$ cat src/rtl/hilo_muldiv_unit.sv
// Iterative 32x32 multiply / 32/32 divide engine feeding the HiLo register pair.
// Optional MADD/MSUB accumulate path enabled by defining MULDIV_MADD_EN.
`timescale 1ns/1ps
module hilo_muldiv_unit (
    input  logic        Clk,
    input  logic        Reset,
    input  logic        Start,
    input  logic [2:0]  Op,
    input  logic [31:0] A,
    input  logic [31:0] B,
    input  logic [63:0] HiLoIn,
    output logic        Busy,
    output logic        Done,
    output logic        DivByZero,
    output logic        HiLoWriteEnable,
    output logic [63:0] HiLoWriteData
);

    typedef enum logic [1:0] {IDLE, ITER, FIXUP, WRITE} state_t;

    localparam logic [2:0] OP_MULT = 3'd0;
    localparam logic [2:0] OP_DIV  = 3'd2;
    localparam logic [2:0] OP_DIVU = 3'd3;
`ifdef MULDIV_MADD_EN
    localparam logic [2:0] OP_MADD = 3'd4;
    localparam logic [2:0] OP_MSUB = 3'd5;
`endif

    state_t      state;
    logic [4:0]  iterCnt;
    logic        isDivReg;
    logic        negQuot;
    logic        negRem;
    logic [31:0] hiReg;
    logic [31:0] loReg;
    logic [31:0] opB;
`ifdef MULDIV_MADD_EN
    logic        maddReg;
    logic        msubReg;
    logic signed [63:0] hiLoCap;
`else
    logic        unusedHiLoIn;
    assign unusedHiLoIn = ^HiLoIn;
`endif

    logic        signedOp;
    logic        isDivOp;
    logic        legalOp;
    logic [32:0] mulSum;
    logic [32:0] divShift;
    logic [33:0] divDiff;
    logic signed [63:0] prodSigned;
    logic [63:0] fixResult;

    function automatic logic [31:0] absVal(input logic [31:0] x, input logic sgn);
        return (sgn && x[31]) ? (~x + 32'd1) : x;
    endfunction

    function automatic logic [31:0] negIf32(input logic [31:0] x, input logic neg);
        return neg ? (~x + 32'd1) : x;
    endfunction

    function automatic logic [63:0] negIf64(input logic [63:0] x, input logic neg);
        return neg ? (~x + 64'd1) : x;
    endfunction

    always_comb begin
        isDivOp  = (Op == OP_DIV) || (Op == OP_DIVU);
`ifdef MULDIV_MADD_EN
        legalOp  = (Op <= OP_MSUB);
        signedOp = (Op == OP_MULT) || (Op == OP_DIV) || (Op == OP_MADD) || (Op == OP_MSUB);
`else
        legalOp  = (Op <= OP_DIVU);
        signedOp = (Op == OP_MULT) || (Op == OP_DIV);
`endif
    end

    // One radix-2 step: multiply adds the multiplicand into Hi and shifts {carry,Hi,Lo} right;
    // divide shifts the next dividend bit into the partial remainder and trial-subtracts.
    always_comb begin
        mulSum   = {1'b0, hiReg} + (loReg[0] ? {1'b0, opB} : 33'd0);
        divShift = {hiReg, loReg[31]};
        divDiff  = {1'b0, divShift} - {2'b00, opB};
    end

    always_comb begin
        prodSigned = signed'(negIf64({hiReg, loReg}, negQuot));
        fixResult  = prodSigned;
        if (isDivReg) begin
            fixResult = {negIf32(hiReg, negRem), negIf32(loReg, negQuot)};
        end
`ifdef MULDIV_MADD_EN
        else if (maddReg) begin
            fixResult = hiLoCap + prodSigned;
        end else if (msubReg) begin
            fixResult = hiLoCap - prodSigned;
        end
`endif
    end

    always_ff @(posedge Clk) begin
        if (Reset) begin
            state           <= IDLE;
            iterCnt         <= 5'd0;
            Busy            <= 1'b0;
            Done            <= 1'b0;
            DivByZero       <= 1'b0;
            HiLoWriteEnable <= 1'b0;
            HiLoWriteData   <= 64'd0;
        end else begin
            case (state)
                IDLE: begin
                    if (Start) begin
                        Busy <= 1'b1;
                        if (!legalOp || (isDivOp && (B == 32'd0))) begin
                            // Fast path: completion pulse only, HiLo untouched.
                            state     <= WRITE;
                            Done      <= 1'b1;
                            DivByZero <= legalOp && isDivOp;
                        end else begin
                            state    <= ITER;
                            iterCnt  <= 5'd0;
                            isDivReg <= isDivOp;
                            negQuot  <= signedOp && (A[31] ^ B[31]);
                            negRem   <= signedOp && A[31];
                            hiReg    <= 32'd0;
                            loReg    <= absVal(A, signedOp);
                            opB      <= absVal(B, signedOp);
`ifdef MULDIV_MADD_EN
                            maddReg  <= (Op == OP_MADD);
                            msubReg  <= (Op == OP_MSUB);
                            hiLoCap  <= signed'(HiLoIn);
`endif
                        end
                    end
                end
                ITER: begin
                    iterCnt <= iterCnt + 5'd1;
                    if (isDivReg) begin
                        hiReg <= divDiff[33] ? divShift[31:0] : divDiff[31:0];
                        loReg <= {loReg[30:0], ~divDiff[33]};
                    end else begin
                        hiReg <= mulSum[32:1];
                        loReg <= {mulSum[0], loReg[31:1]};
                    end
                    if (iterCnt == 5'd31) begin
                        state <= FIXUP;
                    end
                end
                FIXUP: begin
                    HiLoWriteData   <= fixResult;
                    HiLoWriteEnable <= 1'b1;
                    Done            <= 1'b1;
                    state           <= WRITE;
                end
                WRITE: begin
                    HiLoWriteEnable <= 1'b0;
                    Done            <= 1'b0;
                    DivByZero       <= 1'b0;
                    Busy            <= 1'b0;
                    state           <= IDLE;
                end
                default: state <= IDLE;
            endcase
        end
    end

endmodule
$ cat config.mk
export PLATFORM = sky130hd
export DESIGN_NAME = hilo_muldiv_unit
export DESIGN_NICKNAME = d
export VERILOG_FILES = /design/src/rtl/hilo_muldiv_unit.sv
export SDC_FILE = /design/constraint.sdc
export NUM_CORES = 1
export LEC_CHECK = 0
export ABC_CLOCK_PERIOD_IN_PS = 7200
export CAP_MARGIN = 5
export CELL_PAD_IN_SITES_DETAIL_PLACEMENT = 1
export CELL_PAD_IN_SITES_GLOBAL_PLACEMENT = 1
export CORE_ASPECT_RATIO = 1.5
export CORE_MARGIN = 8
export CORE_UTILIZATION = 35
export DETAILED_ROUTE_END_ITERATION = 8
export GPL_TIMING_DRIVEN = 0
export HOLD_SLACK_MARGIN = 0.1
export MAX_ROUTING_LAYER = met4
export PLACE_DENSITY = 0.78
export SETUP_SLACK_MARGIN = 0.2
export SLEW_MARGIN = 20
export SYNTH_ARGS = -nofsm -noshare
export SYNTH_HDL_FRONTEND = slang
export SYNTH_SLANG_ARGS = --single-unit
$ cat constraint.sdc
create_clock -name Clk -period 7.2 [get_ports Clk]
set_input_delay 1.08 -clock Clk [delete_from_list [all_inputs] [get_ports Clk]]
set_output_delay 1.08 -clock Clk [all_outputs]
set_load 0.005 [all_outputs]
==> flow_summary.ini <==
[outcome]
outcome = finished clean

[worst_setup_path]
cp.required_ps = 7440
slowest_delay_ps = 610
critPathBufInv = 2
critPathLaunchType = register
cp_max_fo = 10
cp_cell_sequence = inv_1 -> clkbuf_1 -> nor2_1 -> ha_1 -> and3_1 -> nand3_1 -> nor4_1 -> o21ai_0 -> a21boi_0 -> a21oi_1 -> o311a_1 -> a2111oi_0
setup.worst_path.end_class = register
cp_top_family = compound AO/OA/AOI/OAI gates
critPathKind = register to register
cp.arrival_ps = 5040
cp_slowest_cell = edfxtp_1

[pwr]
internal_power_mw = 2.69
power_density_nw_per_um2 = 281
peakVddDrop_mv = 0.187
power_frac_seq_pct = 33.1
clkPwrFrac_pct = 21.1
combPwrFrac_pct = 45.8
p_switching_mw = 1.90
p_sw_share_pct = 41.4
p_leak_nw = 6.19
power_mw = 4.59

[die]
fp.dieH_um = 258
die_x_um = 177
dieArea_um2 = 45700
io_pins = 202
core_um2 = 38400
rows = 88
initial_core_util_pct = 35.5

[placed_design]
numPortBuffers = 137
gp_congestion = 0.937
dp_slack_ps = 2060
dp_hpwl_mm = 40.8
postPlaceCellArea_um2 = 15700
dp.cells = 2248

[yosys]
ys_ff_latch = 174
ys_warn_count = 0
syn_inst = 1610
syn_nets = 1820
synth_area_um2 = 13600
yosysMostFrequentCell = nor2_1
ys_types = 78
synth_top_area_share_pct = 21.8
syn_area_per_cell_um2 = 8.47
synth_seq_area_share_pct = 32.8
synth_edf_count = 99
synthArstFlopShare_pct = 0
yosysTopAreaCell = edfxtp_1
synthTopCellsByArea = edfxtp_1 (22%), dfxtp_1 (11%), ha_1 (6.8%)
synth_ff_type = edfxtp_1
ys_top_cells_by_count = nor2_1 (196), a21oi_1 (155), edfxtp_1 (99), xor2_1 (99), o21ai_0 (90)

[clock_tree]
clkSinkCount = 174
cts_setup_buffers = 0
clk_pin_slew_worst_paths_ps = 70
cts_max_level = 4
clockRootBuffer = clkbuf_16
max-clock-path-buffers = 2
cts_tree = built
cts_made_buffers = 17
cts_hold_buf = 0
cts_resized = 0
clk_latency_ps = 460

[layout]
final_cells = 2280
layout-drive-gt1-share_pct = 4.54
fin_util_pct = 42.4
diodes = 0
nets = 1982
n_fill_cell = 4562
seqCellArea_um2 = 4470
area_delta_synth_final_pct = 19.6
multi_input_comb_area_um2 = 8600
final_cell_area_um2 = 16300

[timing]
finalHoldViolCount = 0
fmax_mhz = 208
hold_slack_ps = 487
period_share_pct = 66.7
finalCriticalPeriod_ps = 4800
drv_slew = 0
tightestPinTransition_ps = 971
setup_violations = 0
rsz0062_at_grt = false
tns_ps = 0
fin_ws_ps = 2400
max_slew_margin_pct = 34.7
skew_ps = 10.7

[drt]
routed_wl_mm = 49.7
first_iter_violations = 598
num_vias = 12980
vias_per_cell = 5.69
ant_nets = 0
wire_per_inst_um = 21.8
drc_errors = 0
drtPass1Iterations = 5

[global_routing]
grt_start_max_net_pins = 29
grt_antenna_before_repair = 0
grt_pass1_vias = 13883
grt_pass1_wl_mm = 76.8
gr-total-overflow = 0
gr-usage-all-layers_pct = 22.1

[hold_path]
hold_path.class = register to register

[job]
drv_cap = 0
[flip-flops by register name (all words and copies together), names as in the netlist, 2 cells and up]
register,cells
loReg,32
hiReg,32
state,2
HiLoWriteData,64
opB,32
iterCnt,5
[routing by layer]
layer	GRT usage, %	wire length (µm)	vias up
li1	-	-	6201
met1	22.4	19200	6320
met2	40.0	26000	332
met3	2.35	1560	127
met4	13.4	2940	0
met5	-	0	-
[kinds of logic (layout without fill, tap and decap cells)]
| kind of cell | Yosys count | count (layout) | synth area share (%) |
|---|---|---|---|
| simple gates | 510 | 510 | 18.8 |
| compound gates | 479 | 479 | 22.3 |
| flops | 174 | 174 | 32.8 |
| xor+xnor | 171 | 171 | 11.0 |
| buf+inv | 149 | 324 | 4.26 |
| fa+ha+maj | 76 | 76 | 7.08 |
| mux | 51 | 51 | 3.77 |
[final timing paths]
kind              cells after the start                 to  slack [ps]               from
setup / recovery                     12          hiReg[30]        2400           loReg[0]
hold reg to reg                       2  HiLoWriteData[21]         490  HiLoWriteData[21]
setup reg to reg                     12          hiReg[30]        2400           loReg[0]
hold / removal                        2  HiLoWriteData[21]         490  HiLoWriteData[21]
[cell type report]
class	count	share of cell area, %
Multi-Input combinational cell	1287	52.7
Sequential cell	174	27.4
Timing Repair Buffer	143	8.86
Tap cell	495	3.80
Clock buffer	18	2.76
Buffer	80	1.97
Inverter	69	1.59
Clock inverter	14	0.851
[layout by cell type, fill, tap and decap left out, types with 18 or more instances in the layout]
| cell | n |
|---|---|
| a211oi_1 | 54 |
| a21o_1 | 31 |
| a21oi_1 | 155 |
| clkbuf_1 | 67 |
| clkbuf_16 | 18 |
| clkdlybuf4s50_1 | 137 |
| dfxtp_1 | 75 |
| edfxtp_1 | 99 |
| ha_1 | 74 |
| inv_1 | 68 |
| mux2i_1 | 48 |
| nand2_1 | 87 |
| nand2b_1 | 36 |
| nand3_1 | 40 |
| nor2_1 | 195 |
| nor3_1 | 33 |
| o21ai_0 | 90 |
| o22ai_1 | 23 |
| o31ai_1 | 20 |
| xnor2_1 | 72 |
| xor2_1 | 99 |
[tightest hold or removal path: cells and delay by family, from the launching register on]
kind	cells	cell delay, ps
AOI/OAI and AO/OA	1	50
DFF	1	310
and+or+nand+nor	1	80
[power groups by stage]
| stage | logic, mW | registers (mW) | clock network (mW) |
|---|---|---|---|
| 2_1_floorplan | 1.30 | 1.48 | 0 |
| 3_3_place_gp | 2.01 | 1.54 | 0 |
| 3_5_place_dp | 2.09 | 1.54 | 0 |
| 4_1_cts | 2.10 | 1.52 | 0.978 |
| 5_1_grt | 2.31 | 1.54 | 1.01 |
| 6_report | 2.10 | 1.52 | 0.967 |
Power figures use the tool's default switching activity.
==> RTL edit 1: new RTL, same settings <==
Re-encode `state_t` (4 states) as one-hot, 4 bits wide.
--- a/src/rtl/hilo_muldiv_unit.sv
+++ b/src/rtl/hilo_muldiv_unit.sv
@@ -16,7 +16,7 @@
     output logic [63:0] HiLoWriteData
 );
 
-    typedef enum logic [1:0] {IDLE, ITER, FIXUP, WRITE} state_t;
+    typedef enum logic [3:0] {IDLE = 4'b0001, ITER = 4'b0010, FIXUP = 4'b0100, WRITE = 4'b1000} state_t;
 
     localparam logic [2:0] OP_MULT = 3'd0;
     localparam logic [2:0] OP_DIV  = 3'd2;
Check against the original RTL: same outputs for any inputs over 10 cycles, from zero or initial values and one cycle with Reset high; not proved beyond that.
==> RTL edit 1 against the unedited design <==
Cell count rose by 1.1%. Highest routed layer unchanged. Critical path type unchanged. Sequential cell count rose by 2. Synthesized area rose by 0.29%. Routed wire length rose by 6.8%. Sequential share of layout area rose by 0.19 points. Synthesized cell count rose by 1.6%. Maximum frequency rose by 3.7%. Clock skew fell by 0.0015 ns. Design area rose by 0.21%. Worst setup slack improved by 0.17 ns.
Power is not compared: it rests on default switching activity, and its combinational part moved more than twofold at a synthesized area within 25%.
==> RTL edit 1: results <==
set metrics [dict create \
    multi_input_gates 1317 \
    synth_fa_ha_area_share_pct 6.70 \
    diodes 0 \
    buffers 220 \
    seq_area_frac_synth_pct 33.0 \
    cts-root-buf "clkbuf_16" \
    min_period_ns 4.63 \
    crit_slowest_cell "a211oi_2" \
    yosysUniqueCellTypes 86 \
    clk_share_pct 3.62 \
    num-nonclk-inverters 65 \
    grt_use_met2_pct 42.3 \
    met1Wirelength_mm 20.1 \
    final_area_um2 16300 \
    multi_input_area_share_pct 52.8 \
    critPathMaxStageDelay_ns 0.90 \
    finClkSkew_ns 0.00922 \
    wl_met3_mm 2.60 \
    port_buffers 137 \
    drc 0 \
    wl_met2_mm 27.6 \
    routedWlPerCell_um 23.0 \
    globalRouteMet1Util_pct 24.7 \
    max_flop_register "HiLoWriteData" \
    clockBufferDepth 2 \
    syn_inst 1636 \
    cts-htree-levels 4 \
    clock_buffers 17 \
    grt_pass1_vias 14500 \
    seq_area_um2 4510 \
    totalNegativeSetupSlack_ns 0 \
    fillers 4624 \
    cts.clk_slew.worst_paths_ns 0.07 \
    route.vias.total 13500 \
    ys_top_cells_by_area "edfxtp_1 (22%), dfxtp_1 (11%), ha_1 (6.4%), a21oi_1 (5.2%), xor2_1 (5.1%)" \
    grt_usage_pct 23.6 \
    final_layout_size_suffix_gt1_share_pct 4.36 \
    crit_arrival_ns 4.81 \
    ys.flop_type "edfxtp_1" \
    gp_congestion 0.929 \
    synth-compound-area-share_pct 23.8 \
    grt_max_degree 36 \
    synthMuxAreaShare_pct 2.64 \
    drt_iter0_drc 912 \
    pre_cts_ws_ns 2.21 \
    status "complete, no violations" \
    vias_per_cell 5.85 \
    placed_area_um2 15800 \
    synth_nets 1842 \
    synth_commonest_cells "nor2_1 (183), a21oi_1 (141), nand2_1 (138)" \
    grt_pass1_wl_mm 81.7 \
    post-place-cells 2273 \
    maxSlewHeadroom_pct 24.7 \
    synth_xor_area_share_pct 9.67 \
    largest_reg_flops 64 \
    dpl.hpwl_mm 43.2 \
    clkSinkCount 176 \
    grt_use_met3_pct 3.05 \
    nets 2003 \
    buf_share_pct 10.6 \
]
-- RTL edit 1: cell count changes in the layout (fill, tap and decap cells not counted), sizes merged, moves of 16 or more --
cell    delta
a211oi    +17
o22ai     -19
nand2     +51
xor2      -20
or3       +16
nand2b    -24
-- RTL edit 1: power by group through the flow --
stage          sequential (uW)  combinational, uW  clock (uW)
6_report                  1150                603         969
4_1_cts                   1150                598         976
5_1_grt                   1150                651        1010
2_1_floorplan             1150                379           0
3_3_place_gp              1170                567           0
3_5_place_dp              1170                592           0
-- RTL edit 1: path summary, 6_finish.rpt --
path	endpoint	start	cells past startpoint	slack (ns)
setup / recovery	hiReg[10]	hiReg[3]	10	2.57
hold / removal	HiLoWriteData[9]	HiLoWriteData[9]	2	0.46
setup reg to reg	hiReg[10]	hiReg[3]	10	2.57
hold reg to reg	HiLoWriteData[9]	HiLoWriteData[9]	2	0.46
==> RTL edit 2: new RTL, same settings <==
Made on the original files. Add a define of `MULDIV_MADD_EN`.
--- a/src/rtl/hilo_muldiv_unit.sv
+++ b/src/rtl/hilo_muldiv_unit.sv
@@ -1,6 +1,8 @@
 // Iterative 32x32 multiply / 32/32 divide engine feeding the HiLo register pair.
 // Optional MADD/MSUB accumulate path enabled by defining MULDIV_MADD_EN.
 `timescale 1ns/1ps
+`define MULDIV_MADD_EN
+
 module hilo_muldiv_unit (
     input  logic        Clk,
     input  logic        Reset,
Formal check against the unedited RTL: not equivalent (a bounded check fails within 4 cycles, from zero or initial values and one cycle with Reset high).
==> RTL edit 2 against the unedited design <==
Routed wire length increased by 130%. Non-clock buffer count up 160. Cell count increased by 89%. Design area increased by 80%. Worst setup slack worse by 2.1 ns. Clock power is 65% higher. Combinational power grew to 2.8 times the old value. Power up 110%. Synthesized area up 81%. Sequential cell count up 66.
==> RTL edit 2: results <==
set metrics [dict create \
    status "complete, no violations" \
    cts-htree-levels 1 \
    clkLatencyLatePin_ns 0.64 \
    yosysUniqueCellTypes 99 \
    peakVddDrop_uv 197 \
    fillers 8593 \
    port_buffers 200 \
    grt_pass1_wl_mm 168 \
    gp_congestion 0.992 \
    drt_iter0_drc 1881 \
    ys_top_cells_by_area "edfxtp_1 (20%), ha_1 (10%), xnor2_1 (6.3%), a21oi_1 (6.3%), dfxtp_1 (6.1%)" \
    crit_arrival_ns 7.42 \
    grt_usage_pct 28.2 \
    pre_cts_ws_ns -1.58 \
    dpl.hpwl_mm 91.5 \
    routedWlPerCell_um 26.4 \
    synth_commonest_cells "nor2_1 (346), a21oi_1 (310), nand2_1 (227)" \
    seq_area_frac_synth_pct 26.2 \
    synth-edff-count 165 \
    grt_pass1_vias 27000 \
    finClkSkew_ns 0.0513 \
    total_leakage_power_uw 0.0113 \
    final_layout_size_suffix_gt1_share_pct 5.33 \
    synth_nets 3463 \
    grt_antenna_before_repair 2 \
    vias_per_cell 6.04 \
    nets 3711 \
]
## RTL edit 2: per-stage QoR
stage / cells / instance area, um2 / setup TNS, ns / total power, uW
finish: 4306 / 29400 / 0 / 9710
global route: 4305 / 29400 / 0 / 10200
CTS: 4296 / 29200 / 0 / 9570
detailed placement: 4237 / 28000 / -26.45 / 7890
global placement: 4231 / 27800 / -155.96 / 7780
floorplan: 3124 / 24700 / 0 / 5780
## RTL edit 2: repair_timing
| item | 4_1_cts | 5_1_grt |
|---|---|---|
| pin swaps | 1 | 4 |
| gates resized for setup | 33 | 39 |
| endpoints found under the setup margin | 45 | 24 |
| setup buffers | 3 | 7 |
| endpoints found under the hold margin | 0 | 0 |
## RTL edit 2: worst paths after layout
| kind | start | to | slack [ns] | depth (start not counted) |
|---|---|---|---|---|
| setup reg to reg | loReg[0] | HiLoWriteData[61] | 0.26 | 21 |
| setup / recovery | loReg[0] | HiLoWriteData[61] | 0.26 | 21 |
| hold reg to reg | HiLoWriteData[9] | HiLoWriteData[9] | 0.47 | 2 |
| hold / removal | HiLoWriteData[9] | HiLoWriteData[9] | 0.47 | 2 |
## RTL edit 2: cell type report
cell class	count	area share (%)
tap	907	3.87
sequential	240	22.0
inverter	200	2.57
multi-input combinational	2517	58.3
buffer	167	2.29
timing repair buffer	216	7.56
clock inverter	13	0.396
antenna	3	0.0256
clock buffer	43	2.97
## RTL edit 2: worst max-delay path: stages (launching register included)
cell and delay (ns):
edfxtp_1 0.49, inv_1 0.23, clkbuf_4 0.33, ha_1 0.39, nor3b_1 0.30, nand4_1 0.28, buf_4 0.28, o21ai_0 0.33
xor2_2 0.41, inv_1 0.12, ha_1 0.42, inv_1 0.16, nor4_1 0.47, o31ai_4 0.22, a2111oi_4 0.57, o211ai_1 0.27
a21o_1 0.28, nor4_2 0.38, nor4_1 0.09, a311o_1 0.39, a32oi_1 0.26, o22ai_1 0.13
## RTL edit 2: power by group through the flow
stage | Combinational (uW) | Sequential, uW | Clock [uW]
6_report | 5940 | 2170 | 1600
5_1_grt | 6380 | 2180 | 1660
4_1_cts | 5790 | 2160 | 1630
3_5_place_dp | 5710 | 2180 | 0
3_3_place_gp | 5580 | 2200 | 0
2_1_floorplan | 3750 | 2030 | 0
## RTL edit 2: kinds of logic (layout without fill, tap and decap cells)
group	after synthesis	in the layout	share of synthesized area, %
AOI/OAI and AO/OA	1035	1035	27.5
xor gates and xnor gates	269	269	9.60
adders and majority gates	205	205	10.5
buffers and inverters	367	639	5.67
DFF	240	240	26.2
muxes	63	63	2.57
other	0	3	0
and+or+nand+nor	945	945	18.0
## RTL edit 2: per-layer routing
layer  vias up  track usage (%)  wire length (um)
met5         -                -                 0
met4         0             17.4              8260
met2       933             47.9             55300
li1      11900                -                 -
met1     12800             30.6             42900
met3       349             4.32              6990
